--- src/rtl/register_file_param.sv ---
// Parameterised register file with N_RD combinational read ports, one write port,
// write-through bypass, optional hard-zero r0, and a sequenced clear sweep.
//
// state    | meaning
// ---------+--------------------------------------------------------------
// ST_CLEAR | sweep zeroing one entry per cycle; reads return 0, writes drop
// ST_READY | normal operation; writes accepted, clr_req starts a new sweep
module register_file_param #(
   parameter int DATA_W  = 16,
   parameter int ADDR_W  = 4,
   parameter int N_RD    = 2,
   parameter int ZERO_R0 = 1
) (
   input  logic                     clk,
   input  logic                     rst,
   input  logic [N_RD*ADDR_W-1:0]   rd_addr,
   output logic [N_RD*DATA_W-1:0]   rd_data,
   input  logic                     wr_en,
   input  logic [ADDR_W-1:0]        wr_addr,
   input  logic [DATA_W-1:0]        wr_data,
   input  logic                     clr_req,
   output logic                     busy,
   output logic                     wr_err
);

   localparam int DEPTH = 2 ** ADDR_W;

   localparam logic [0:0] ST_CLEAR = 1'b0;
   localparam logic [0:0] ST_READY = 1'b1;

   localparam logic [ADDR_W-1:0] PTR_ONE  = 1;
   localparam logic [ADDR_W-1:0] PTR_LAST = {ADDR_W{1'b1}};

   logic [0:0]        state;
   logic [ADDR_W-1:0] clr_ptr;
   logic [DATA_W-1:0] mem [DEPTH];
   logic              r0_hit;
   logic              wr_accept;

   assign busy      = (state == ST_CLEAR);
   assign r0_hit    = (ZERO_R0 != 0) && (wr_addr == '0);
   // r0 writes are swallowed silently; they are not an error
   assign wr_accept = (state == ST_READY) && wr_en && !r0_hit;

   always_ff @(posedge clk or posedge rst) begin
      if (rst) begin
         state   <= ST_CLEAR;
         clr_ptr <= '0;
         wr_err  <= 1'b0;
      end else begin
         wr_err <= (state == ST_CLEAR) && wr_en;
         case (state)
            ST_CLEAR: begin
               clr_ptr <= clr_ptr + PTR_ONE;
               if (clr_ptr == PTR_LAST) begin
                  state <= ST_READY;
               end
            end
            default: begin
               if (clr_req) begin
                  state   <= ST_CLEAR;
                  clr_ptr <= '0;
               end
            end
         endcase
      end
   end

   // Storage carries no reset; the sweep after reset release zeroes it.
   always_ff @(posedge clk) begin
      if (state == ST_CLEAR) begin
         mem[clr_ptr] <= '0;
      end else if (wr_accept) begin
         mem[wr_addr] <= wr_data;
      end
   end

   for (genvar g = 0; g < N_RD; g++) begin : g_rd
      logic [ADDR_W-1:0] ra;
      assign ra = rd_addr[g*ADDR_W +: ADDR_W];
      assign rd_data[g*DATA_W +: DATA_W] =
         busy                              ? '0      :
         ((ZERO_R0 != 0) && (ra == '0))    ? '0      :
         (wr_accept && (ra == wr_addr))    ? wr_data :
                                             mem[ra];
   end

endmodule

--- config.mk ---
export PLATFORM = sky130hd
export DESIGN_NAME = register_file_param
export DESIGN_NICKNAME = d
export VERILOG_FILES = /design/src/rtl/register_file_param.sv
export SDC_FILE = /design/constraint.sdc
export NUM_CORES = 1
export LEC_CHECK = 0
export BUFFER_PORTS_ARGS = -buffer_cell sky130_fd_sc_hd__buf_2
export CORE_MARGIN = 1.5
export CORE_UTILIZATION = 50
export CTS_CLUSTER_SIZE = 24
export DETAILED_ROUTE_END_ITERATION = 16
export GPL_TIMING_DRIVEN = 0
export PLACE_DENSITY = 0.67
export SLEW_MARGIN = 20
export SYNTH_ARGS = -nofsm -noshare
export SYNTH_HDL_FRONTEND = slang
export SYNTH_SLANG_ARGS = --single-unit
--- constraint.sdc ---
create_clock -name clk -period 2.5 [get_ports clk]
set_clock_uncertainty 0.1 [all_clocks]
set_input_delay 0.125 -clock clk [delete_from_list [all_inputs] [get_ports clk]]
set_output_delay 0.125 -clock clk [all_outputs]
set_load 0.01 [all_outputs]
==> results of run 1 <==
==> final cells by class <==
cell class              instances  area, um^2  area share
repair buffers                 79       518.0     0.03480
multi-input cells             371        4813      0.3234
well taps                     330       412.9     0.02774
clock inverters                17       192.7     0.01294
flip-flops and latches        262        7838      0.5265
clock buffers                  33       698.2     0.04690
inverters                       3       11.26   0.0007565
plain buffers                  55       401.6     0.02698
==> cells by family (layout without fill, tap and decap cells) <==
logic type,Yosys count,count (layout),synth area share
DFF,262,262,0.6158
muxes,146,146,0.2407
and+or+nand+nor,119,119,0.04709
AOI/OAI and AO/OA,97,97,0.06292
buffers and inverters,59,187,0.02703
xor gates and xnor gates,8,8,0.005506
adders and majority gates,1,1,0.0009829
==> flip-flops by register name, indices dropped and copies added, names as in the netlist <==
signal / cells
state: 1
wr_err: 1
clr_ptr: 4
mem: 256
==> through the flow <==
| step | setup TNS [ns] | util | total power, mW | std cells | setup slack [ns] |
|---|---|---|---|---|---|
| finish | -0.01136 | 0.5928 | 13.29 | 1150 | -0.006851 |
| global route | -1.233 | 0.5928 | 13.68 | 1150 | -0.07267 |
| CTS | 0 | 0.5852 | 13.14 | 1143 | 0.002281 |
| detailed placement | -15.46 | 0.5420 | 9.027 | 1088 | -0.3472 |
| global placement | -164.72 | 0.5349 | 8.724 | 1080 | -0.8352 |
| floorplan | 0 | - | 7.825 | 692 | 0.2218 |
==> power groups by stage <==
stage / Clock (mW) / Sequential [mW] / Combinational [mW]
after floorplan: 0 / 6.09 / 1.73
after global placement: 0 / 6.18 / 2.54
after detailed placement: 0 / 6.24 / 2.78
after CTS: 4.12 / 6.16 / 2.86
after global routing: 4.29 / 6.24 / 3.14
final: 4.12 / 6.19 / 2.99
==> synth_stat cells, drive strengths merged (2+ instances only) <==
| master | n |
|---|---|
| a211o | 15 |
| a22o | 18 |
| a22oi | 30 |
| a31oi | 5 |
| a32o | 15 |
| and2 | 18 |
| and3 | 2 |
| buf | 35 |
| clkbuf | 21 |
| dfrtp | 6 |
| edfxtp | 256 |
| inv | 3 |
| mux2i | 18 |
| mux4 | 128 |
| nand2 | 37 |
| nand3 | 4 |
| nor2 | 26 |
| nor2b | 21 |
| nor3 | 2 |
| nor3b | 2 |
| nor4 | 3 |
| o21ai | 6 |
| o41ai | 2 |
| or2 | 2 |
| xnor2 | 2 |
| xor2 | 6 |
==> layer usage <==
metal / vias to the layer above / track usage / wire length, um
li1: 3157 / - / -
met1: 4130 / 0.3730 / 13630
met2: 477 / 0.4588 / 17930
met3: 80 / 0.05628 / 3459
met4: 2 / 0.09716 / 1073
met5: - / 0 / 10
==> what timing repair did <==
item,4_1_cts,5_1_grt
cloned,0,1
endpoints found under the setup margin,217,130
hold buffers,4,0
buffers inserted,2,6
endpoints found under the hold margin,12,0
gates resized for setup,44,34
pin swaps,5,16
==> worst paths after layout <==
check	startpoint	to	slack [ns]	depth (start not counted)
max	mem[1][6]	rd_data[22]	-0.007	5
min	wr_data[12]	mem[2][12]	0.14	2
max reg2reg	state	mem[5][1]	0.06	4
min reg2reg	clr_ptr[2]	clr_ptr[2]	0.53	1
max in group asynchronous	rst	wr_err	1.61	4
min in group asynchronous	rst	clr_ptr[2]	0.50	4
==> metrics.log, run 1 <==
[metrics] fin worst setup slack: -0.006851 ns
[metrics] Internal Pwr Total: between 9 and 10 mW
[metrics] number of vias after detailed routing: about 8000
[metrics] Die Footprint: 26420 um^2
[metrics] first-pass GRT wire length: approximately 52000 um
[metrics] highest-count cells in the layout ignoring fill and taps: 256 x edfxtp_1, 128 x mux4_2, 64 x buf_2, 36 x nand2_1, 27 x clkbuf_16
[metrics] number of enable-type register cells in the synthesized netlist: roughly 260
[metrics] CTS clock-pin slew for the worst setup and hold paths: around 0.060 ns
[metrics] Synth-to-Final Area Change: 16.96%
[metrics] prevailing post-synth register cell: edfxtp_1
[metrics] headroom to the max-slew limit: 0.3332
[metrics] post-synthesis net count: a little over 700
[metrics] Horiz. Die Dim: approximately 160 um
[metrics] std cell rows: just under 60
[metrics] share of the cycle needed by the critical path after routing: 1.003
[metrics] crit path DAT: ~2.3 ns
[metrics] Critical Path Slowest Stage Cell: mux4_2
[metrics] Detailed Route WL: between 30000 and 40000 um
[metrics] worst supply voltage drop on vdd: about 0.00084 V
[metrics] cell area after layout: roughly 15000 um^2
[metrics] Data required, critical path: roughly 2.3 ns
[metrics] worst-path fanout max: 2
[metrics] number of levels the H-tree was split into: 1
[metrics] Slew @ Worst Pin: 0.9956 ns
[metrics] largest net degree at the start of global routing: 17
[metrics] overall track demand over capacity in global routing: 0.2785
[metrics] final max-slew violation count: 0
[metrics] Switching Share: 0.2929
[metrics] vertical extent of the die: between 150 and 200 um
[metrics] outcome: finished with violations
[metrics] Sequential Power Share: 0.465
[metrics] final period demand of the worst path: ~2.5 ns
[metrics] Crit path largest cell delay: 0.47 ns
[metrics] layout net count: 832
[metrics] class of the worst hold path: in2reg
[metrics] Avg Synthesized Cell Area: around 18 um^2
[metrics] standby leakage power: 5.092 nW
[metrics] pwr dens: around 890 nW/um^2
[metrics] CTS root buf: clkbuf_16
[metrics] gate count after technology mapping: 692
[metrics] most common cell after layout, fill and taps aside: edfxtp_1
[metrics] share of the synthesized area in the top cell type: 0.6040
[metrics] Clock power frac: 0.310
[metrics] Worst Hold Margin: between 0.1 and 0.15 ns
[metrics] Critical Path Source Type: flip-flop
[metrics] quantity of I/O buffers inserted on ports: 58
[metrics] ordered list of cells on the worst path: mux4_2 -> a22oi_1 -> nand2_1 -> a22o_1 -> buf_2
[metrics] Largest delay share family, worst path: compound AO/OA/AOI/OAI gates
[metrics] sum of net half-perimeters after detailed placement: between 20000 and 25000 um
[metrics] Comb power frac: 0.225
[metrics] number of design rule violations left after detail routing: 0
[metrics] buffer levels on the longest clock path: 3
[metrics] average routed wire per standard cell: between 30 and 40 um
[metrics] routability congestion estimate: 0.9165
[metrics] number of DRC markers after the initial detailed-route iteration: around 960
[metrics] net switching power figure: roughly 3.9 mW
[metrics] Post-Syn Area: ~13000 um^2
[metrics] Critical Path Sink Type: primary output
[metrics] fraction of synthesis flops using an asynchronous set or reset pin: 0.02290
[metrics] clock tree from TritonCTS: yes
[metrics] initial antenna violation count: 1
[metrics] worst skew pair latency: between 0.5 and 0.6 ns
[metrics] via count of the first global-routing pass: ~8000
[metrics] antenna diode count: 0
[metrics] DP Area: roughly 14000 um^2
[metrics] Layout fillers: 1880
[metrics] crit path kind: reg2out
[metrics] aggregate global routing overflow: 0
[metrics] clock buffer count from CTS: 27
[metrics] final hold viol count: 0
[metrics] #FFs+latches synth: between 200 and 300
[metrics] Seq/Total Area, Yosys: 0.6158
[metrics] core area: about 25000 um^2
[metrics] share of cells above drive strength 1: 0.4159
[metrics] Vias/cell: between 6 and 7
[metrics] Detail Route Antenna Nets: 0
[metrics] initial standard-cell utilization of the core: 0.5069
[metrics] number of optimization iterations in the first detailed-route pass: 5
[metrics] buffering stage count on the worst path with inverters included: 1
[metrics] Synth area leader: edfxtp_1
[metrics] RSZ-0062 raised after global routing: true
[metrics] IO Pins: 66
[metrics] max-cap violations: 0
[metrics] Max Clk Rate: 398.9 MHz
[metrics] Yosys warning total: 0
[metrics] final count of negative-setup-slack endpoints: 2
[metrics] count of distinct cell types in the synthesized netlist: 41
[metrics] number of sinks driven by the clock tree: about 260
[metrics] violations in the final reports: negative setup slack
[metrics] ranking of synthesized cells by area: edfxtp_1 60%, mux4_2 23%, a22oi_1 1.8%
Note: power is estimated with default switching activity, not from simulation.
==> run 2, diff against run 1 <==
Settings changed: CORE_UTILIZATION 50 to 60, PLACE_DENSITY 0.67 to 0.78.
==> run 2 against run 1 <==
The run still ends with negative setup slack left. Critical endpoint is now rd_data[30]. Global-route usage is 5.8 points higher. Critical path type unchanged. First-iteration DRC count up 29%. Setup slack worse by 0.036 ns. Critical path depth up 4. Combinational power grew 6%. Hold slack worse by 0.0026 ns. Sequential cell count is the same. Utilization rose by 12 points.
==> metrics.log, run 2 (synthesis gave the netlist of run 1 again) <==
[metrics] ordered list of cells on the worst path: buf_6 -> nand2_8 -> nor4_4 -> buf_4 -> a31oi_4 -> buf_12 -> buf_6 -> a22o_4 -> buf_2
[metrics] fin worst setup slack: -0.04240 ns (-0.03555 ns)
[metrics] class of the worst hold path: in2reg
[metrics] average routed wire per standard cell: 33.38 um (+6.3%)
[metrics] violations in the final reports: negative setup slack
[metrics] Synth-to-Final Area Change: 17.72%
[metrics] Worst R2R End: mem[4][2]
[metrics] Horiz. Die Dim: 148.6 um (-8.6%)
[metrics] quantity of I/O buffers inserted on ports: 58 (unchanged)
[metrics] cell repeated most along the worst path: buf_6
[metrics] vertical extent of the die: 148.6 um (-8.6%)
[metrics] Die Footprint: 22100 um^2 (-16%)
[metrics] number of vias after detailed routing: 8333 (+6.2%)
[metrics] Critical Path Source Type: flip-flop
[metrics] worst hold start: wr_data[6]
[metrics] layout net count: 843 (+1.3%)
[metrics] via count of the first global-routing pass: 8338 (+4.3%)
[metrics] Max Clk Rate: 393.3 MHz (-1.4%)
[metrics] Layout fillers: 1201 (-36%)
[metrics] worst-path fanout max: 8 (+6)
[metrics] critical register-to-register path startpoint: state
[metrics] number of sinks driven by the clock tree: 262 (unchanged)
[metrics] registers with the highest flip-flop counts: mem x256, clr_ptr x4
[metrics] worst supply voltage drop on vdd: 0.0007009 V (-17%)
[metrics] aggregate global routing overflow: 0 (unchanged)
[metrics] worst skew pair latency: 0.53 ns (-0.02 ns)
[metrics] std cell rows: 53 (-8.6%)
[metrics] number of optimization iterations in the first detailed-route pass: 5 (unchanged)
[metrics] core area: 20890 um^2 (-17%)
[metrics] Detailed Route WL: 36850 um (+2.1%)
[metrics] Worst Hold Depth: 2 (unchanged)
[metrics] RSZ-0062 raised after global routing: true
[metrics] DP Area: 13610 um^2 (about the same)
[metrics] IO Pins: 66 (unchanged)
[metrics] Critical Path Slowest Stage Cell: dfrtp_1
[metrics] clock buffer count from CTS: 26 (-3.7%)
[metrics] initial antenna violation count: 0 (-1)
[metrics] final count of negative-setup-slack endpoints: 11 (+9)
[metrics] pwr dens: 908.9 nW/um^2 (+1.8%)
[metrics] slack of the worst reg-to-reg path: 0 ns (-0.06 ns)
[metrics] standby leakage power: 5.173 nW (+1.6%)
[metrics] Vias/cell: 7.548 (+11%)
[metrics] Detail Route Antenna Nets: 0 (unchanged)
[metrics] crit path DAT: 2.32 ns (+0.04 ns)
[metrics] Critical Path Sink Type: primary output
[metrics] buffer levels on the longest clock path: 3 (unchanged)
[metrics] first-pass GRT wire length: 52790 um (+0.98%)
[metrics] most common cell after layout, fill and taps aside: edfxtp_1
[metrics] non-filler instance count after layout: 1104 (-4.0%)
[metrics] register with the highest flop count: mem
[metrics] Data required, critical path: 2.28 ns (about the same)
[metrics] max-cap violations: 0 (unchanged)
[metrics] antenna diode count: 0 (unchanged)
[metrics] CTS root buf: clkbuf_16
[metrics] initial standard-cell utilization of the core: 0.6093 (+0.1024)
[metrics] Crit path largest cell delay: 0.34 ns (-0.13 ns)
[metrics] total power after layout: 13.62 mW (+2.4%)
[metrics] number of flip-flops in the largest register: 256 (unchanged)
[metrics] number of DRC markers after the initial detailed-route iteration: 1240 (+29%)
[metrics] cell area after layout: 14980 um^2 (+0.66%)
[metrics] Slew @ Worst Pin: 0.8420 ns (-0.1536 ns)
[metrics] largest net degree at the start of global routing: 17 (unchanged)
[metrics] routability congestion estimate: 1.008 (+9.9%)
[metrics] crit path kind: reg2out
[metrics] overall track demand over capacity in global routing: 0.3368 (+0.05833)
[metrics] endpoint of the worst hold-timing path: mem[15][6]
[metrics] Layout Utilization: 0.7173 (+0.1244)
[metrics] highest-count cells in the layout ignoring fill and taps: 256 x edfxtp_1, 128 x mux4_2, 65 x buf_2, 36 x nand2_1, 27 x clkbuf_16
[metrics] final hold viol count: 0 (unchanged)
[metrics] setup TNS after final layout: -0.1497 ns (-0.1384 ns)
[metrics] outcome: finished with violations
[metrics] CTS clock-pin slew for the worst setup and hold paths: 0.06 ns (about the same)
[metrics] FF-to-FF path depth: 5 (+1)
[metrics] final max-slew violation count: 0 (unchanged)
[metrics] number of placed instances with taps included: 1040 (-4.4%)
[metrics] number of design rule violations left after detail routing: 0 (unchanged)
[metrics] final period demand of the worst path: 2.542 ns (+0.03555 ns)
[metrics] clock tree from TritonCTS: yes
[metrics] sum of net half-perimeters after detailed placement: 24250 um (+1.2%)
[metrics] share of the cycle needed by the critical path after routing: 1.017 (+0.01422)
[metrics] number of levels the H-tree was split into: 1 (unchanged)
[metrics] share of cells above drive strength 1: 0.4210 (+0.005135)
[metrics] headroom to the max-slew limit: 0.4361 (+0.1029)
==> run 2: timing repair <==
action                                  in CTS  in global routing
buffers inserted                             3                  9
endpoints found under the setup margin     208                 66
hold endpoints to repair                    12                  0
gates resized for setup                     28                 53
gates cloned                                 0                  1
hold buffers                                 4                  0
pin swaps                                    5                 15
==> run 2: worst max-delay path by stage <==
stage / start / end / slack (ns) / depth (start not counted)
6_report: state / rd_data[30] / -0.04 / 9
3_5_place_dp: rd_addr[6] / rd_data[30] / -0.23 / 7
5_1_grt: state / rd_data[30] / -0.07 / 9
4_1_cts: mem[2][13] / rd_data[13] / -0.01 / 5
3_3_place_gp: wr_addr[0] / mem[2][9] / -0.71 / 5
2_1_floorplan: wr_addr[0] / mem[2][0] / 0.22 / 5
==> run 2: layout make-up <==
| type | instances | area, um^2 | area share |
|---|---|---|---|
| sequential | 262 | 7838 | 0.5231 |
| multi-input combinational | 371 | 4803 | 0.3206 |
| clock buffer | 29 | 683.2 | 0.04560 |
| timing repair buffer | 90 | 669.4 | 0.04468 |
| buffer | 56 | 396.6 | 0.02647 |
| tap | 275 | 344.1 | 0.02296 |
| clock inverter | 18 | 237.7 | 0.01587 |
| inverter | 3 | 11.26 | 0.0007516 |
==> run 2: routing by layer <==
layer  part of all wire  track usage  vias up
met5                  0            0        -
li1                   -            -     3182
met4              0.051       0.1223        0
met2               0.48       0.5444      757
met3               0.12      0.07730      157
met1               0.34       0.4566     4237
==> run 2: stage by stage <==
stage	hold slack, ns	setup WS [ns]
2_1_floorplan	-0.1840	0.2218
3_3_place_gp	-0.06949	-0.7106
3_5_place_dp	-0.05311	-0.2279
4_1_cts	0.1223	-0.01476
5_1_grt	0.1670	-0.07194
6_report	0.1374	-0.04240
==> run 2: report_power, final <==
group | switching [mW] | leakage (nW) | total, mW | internal (mW)
Combinational | 1.86 | 2.27 | 3.18 | 1.32
Clock | 1.67 | 0.445 | 4.24 | 2.57
Sequential | 0.406 | 2.46 | 6.20 | 5.80
Total | 3.93 | 5.17 | 13.6 | 9.69
==> run 2: critical path, delay by kind of cell (launching register included) <==
| family | cells | cell delay (ns) |
|---|---|---|
| buffers and inverters | 5 | 0.78 |
| DFF | 1 | 0.34 |
| AOI/OAI and AO/OA | 2 | 0.32 |
| and+or+nand+nor | 2 | 0.33 |
==> run 3, diff against run 2 <==
Settings changed: GPL_TIMING_DRIVEN 0 to unset.
==> run 3 against run 2 <==
The flow now finishes without violations. Sequential cell count stayed put. Power is 4.9% lower. Hold slack worse by 0.028 ns. Setup slack better by 0.043 ns. Clock power is 12% lower. Via count is 3.9% lower. Global-route usage is 1.3 points lower. Register-to-register slack better by 0.31 ns. Count of clock-buffer cells in the layout is 1 higher. First-iteration DRC count is 19% lower. Cell count is 1.6% lower. Utilization is 1.6 points lower. Critical path type unchanged. Highest routed layer unchanged.
==> metrics.log, run 3 (synthesis gave the netlist of run 1 again) <==
[metrics] net switching power figure: 3.802 mW (-3.3%)
[metrics] antenna diode count: 0 (unchanged)
[metrics] final max-slew violation count: 0 (unchanged)
[metrics] non-filler instance count after layout: 1086 (-1.6%)
[metrics] buffer levels on the longest clock path: 3 (unchanged)
[metrics] number of optimization iterations in the first detailed-route pass: 5 (unchanged)
[metrics] endpoint of the worst hold-timing path: mem[11][7]
[metrics] worst supply voltage drop on vdd: 0.0006744 V (-3.8%)
[metrics] number of design rule violations left after detail routing: 0 (unchanged)
[metrics] multi-input gate area in the final layout: 4663 um^2 (-2.9%)
[metrics] via count of the first global-routing pass: 8307 (-0.37%)
[metrics] Data required, critical path: 2.28 ns (about the same)
[metrics] CTS clock-pin slew for the worst setup and hold paths: 0.06 ns (about the same)
[metrics] Slew @ Worst Pin: 0.7455 ns (-0.09644 ns)
[metrics] Detail Route Antenna Nets: 0 (unchanged)
[metrics] worst skew pair latency: 0.54 ns (about the same)
[metrics] initial standard-cell utilization of the core: 0.6093 (unchanged)
[metrics] number of levels the H-tree was split into: 1 (unchanged)
[metrics] CTS root buf: clkbuf_16
[metrics] FF-to-FF path depth: 6 (+1)
[metrics] std cell rows: 53 (unchanged)
[metrics] worst-path fanout max: 2 (-6)
[metrics] Vias/cell: 7.374 (-2.3%)
[metrics] Critical Path Sink Type: primary output
[metrics] routability congestion estimate: 0.9023 (-10%)
[metrics] slack of the worst reg-to-reg path: 0.31 ns (+0.31 ns)
[metrics] Critical Path Source Type: flip-flop
[metrics] quantity of I/O buffers inserted on ports: 65 (+12%)
[metrics] crit path DAT: 2.27 ns (-0.05 ns)
[metrics] core area: 20890 um^2 (unchanged)
[metrics] IO Pins: 66 (unchanged)
[metrics] number of sinks driven by the clock tree: 262 (unchanged)
[metrics] final period demand of the worst path: 2.499 ns (-0.04333 ns)
[metrics] outcome: completed
[metrics] Horiz. Die Dim: 148.6 um (unchanged)
[metrics] Sequential Power Share: 0.478 (+0.023)
[metrics] number of placed instances with taps included: 1032 (-0.77%)
[metrics] pwr dens: 883.9 nW/um^2 (-2.8%)
[metrics] Synth-to-Final Area Change: 15.07%
[metrics] setup TNS after final layout: 0 ns (+0.1497 ns)
[metrics] registers with the highest flip-flop counts: mem x256, clr_ptr x4
[metrics] ordered list of cells on the worst path: mux4_2 -> mux2i_1 -> nand2_1 -> a32o_1 -> buf_2
[metrics] average routed wire per standard cell: 31.65 um (-5.2%)
[metrics] share of the cycle needed by the critical path after routing: 0.9996 (-0.01733)
[metrics] layout net count: 825 (-2.1%)
[metrics] Layout Utilization: 0.7011 (-0.01617)
[metrics] area of all sequential standard cells: 7838 um^2 (unchanged)
[metrics] largest net degree at the start of global routing: 41 (+24)
[metrics] initial antenna violation count: 0 (unchanged)
[metrics] clock buffer count from CTS: 26 (unchanged)
[metrics] headroom to the max-slew limit: 0.5007 (+0.06467)
[metrics] final count of negative-setup-slack endpoints: 0 (-11)
[metrics] register with the highest flop count: mem
[metrics] vertical extent of the die: 148.6 um (unchanged)
[metrics] Worst R2R End: mem[9][2]
[metrics] overall track demand over capacity in global routing: 0.3236 (-0.01325)
[metrics] number of DRC markers after the initial detailed-route iteration: 1004 (-19%)
[metrics] Die Footprint: 22100 um^2 (unchanged)
[metrics] worst hold start: wr_data[7]
[metrics] Switching Share: 0.2937 (+0.005139)
[metrics] CP startpoint: mem[12][8]
[metrics] Critical Path Slowest Stage Cell: mux4_2
[metrics] RSZ-0062 raised after global routing: true
[metrics] cell area after layout: 14650 um^2 (-2.3%)
[metrics] Worst Hold Depth: 2 (unchanged)
[metrics] max-cap violations: 0 (unchanged)
[metrics] Max Clk Rate: 400.1 MHz (+1.7%)
[metrics] total power after layout: 12.95 mW (-4.9%)
[metrics] aggregate global routing overflow: 0 (unchanged)
[metrics] Clock power frac: 0.288 (-0.023)
[metrics] final hold viol count: 0 (unchanged)
[metrics] Crit path largest cell delay: 0.48 ns (+0.14 ns)
[metrics] Internal Pwr Total: 9.143 mW (-5.6%)
[metrics] critical register-to-register path startpoint: state
[metrics] most common cell after layout, fill and taps aside: edfxtp_1
[metrics] standby leakage power: 5.035 nW (-2.7%)
[metrics] share of cells above drive strength 1: 0.3872 (-0.03381)
[metrics] clock tree from TritonCTS: yes
[metrics] Comb power frac: 0.233 (about the same)
[metrics] class of the worst hold path: in2reg
[metrics] first-pass GRT wire length: 51410 um (-2.6%)
[metrics] crit path kind: reg2out
[metrics] number of vias after detailed routing: 8008 (-3.9%)
[metrics] DP Area: 13680 um^2 (+0.51%)
[metrics] highest-count cells in the layout ignoring fill and taps: 256 x edfxtp_1, 128 x mux4_2, 62 x buf_2, 48 x buf_4, 36 x nand2_1
[metrics] Layout fillers: 1247 (+3.8%)
[metrics] sum of net half-perimeters after detailed placement: 22040 um (-9.1%)
[metrics] Detailed Route WL: 34380 um (-6.7%)
[metrics] number of flip-flops in the largest register: 256 (unchanged)
## run 3: worst max-delay path by stage
| stage | end | slack (ns) |
|---|---|---|
| after CTS | rd_data[13] | 0.001 |
| final | rd_data[8] | 0.0009 |
| after global placement | rd_data[22] | 0.30 |
| after detailed placement | rd_data[13] | 0.19 |
| after global routing | rd_data[13] | -0.03 |
| after floorplan | mem[2][0] | 0.22 |
## run 3: repair_timing
action | CTS | global route
hold buffers | 4 | 0
setup buffers | 0 | 3
setup endpoints to repair | 32 | 29
endpoints found under the hold margin | 11 | 0
gates resized for setup | 10 | 9
pin swaps | 3 | 15
## run 3: layer usage
metal,share of wire,track usage,vias up
met4,0.048,0.1569,0
li1,-,-,3143
met5,0,0,-
met3,0.13,0.07791,137
met2,0.48,0.5051,631
met1,0.34,0.4352,4097
## run 3: through the flow
step	hold WS [ns]	worst slack [ns]
floorplan	-0.1840	0.2218
global placement	-0.06559	0.2964
detailed placement	-0.05112	0.1864
CTS	0.1023	0.001142
global route	0.1412	-0.03238
finish	0.1092	0.0009281
## run 3: power by group through the flow
stage / logic [mW] / registers [mW] / clock network, mW
6_report: 3.02 / 6.19 / 3.73
5_1_grt: 3.16 / 6.26 / 3.89
4_1_cts: 2.93 / 6.17 / 3.74
3_5_place_dp: 2.89 / 6.25 / 0
3_3_place_gp: 2.81 / 6.15 / 0
2_1_floorplan: 1.73 / 6.09 / 0
## run 3: worst max-delay path, delay by kind of cell, from the launching register on
family | cells | cell delay, ns
muxes | 2 | 0.70
buffers and inverters | 1 | 0.14
and+or+nand+nor | 1 | 0.17
AOI/OAI and AO/OA | 1 | 0.31
DFF | 1 | 0.41
## run 3: area by class of cell
class | instances | share of cell area
Clock buffer | 30 | 0.04545
Sequential cell | 262 | 0.5352
Clock inverter | 17 | 0.009398
Multi-Input combinational cell | 371 | 0.3184
Tap cell | 275 | 0.02349
Inverter | 3 | 0.0007689
Timing Repair Buffer | 128 | 0.06732
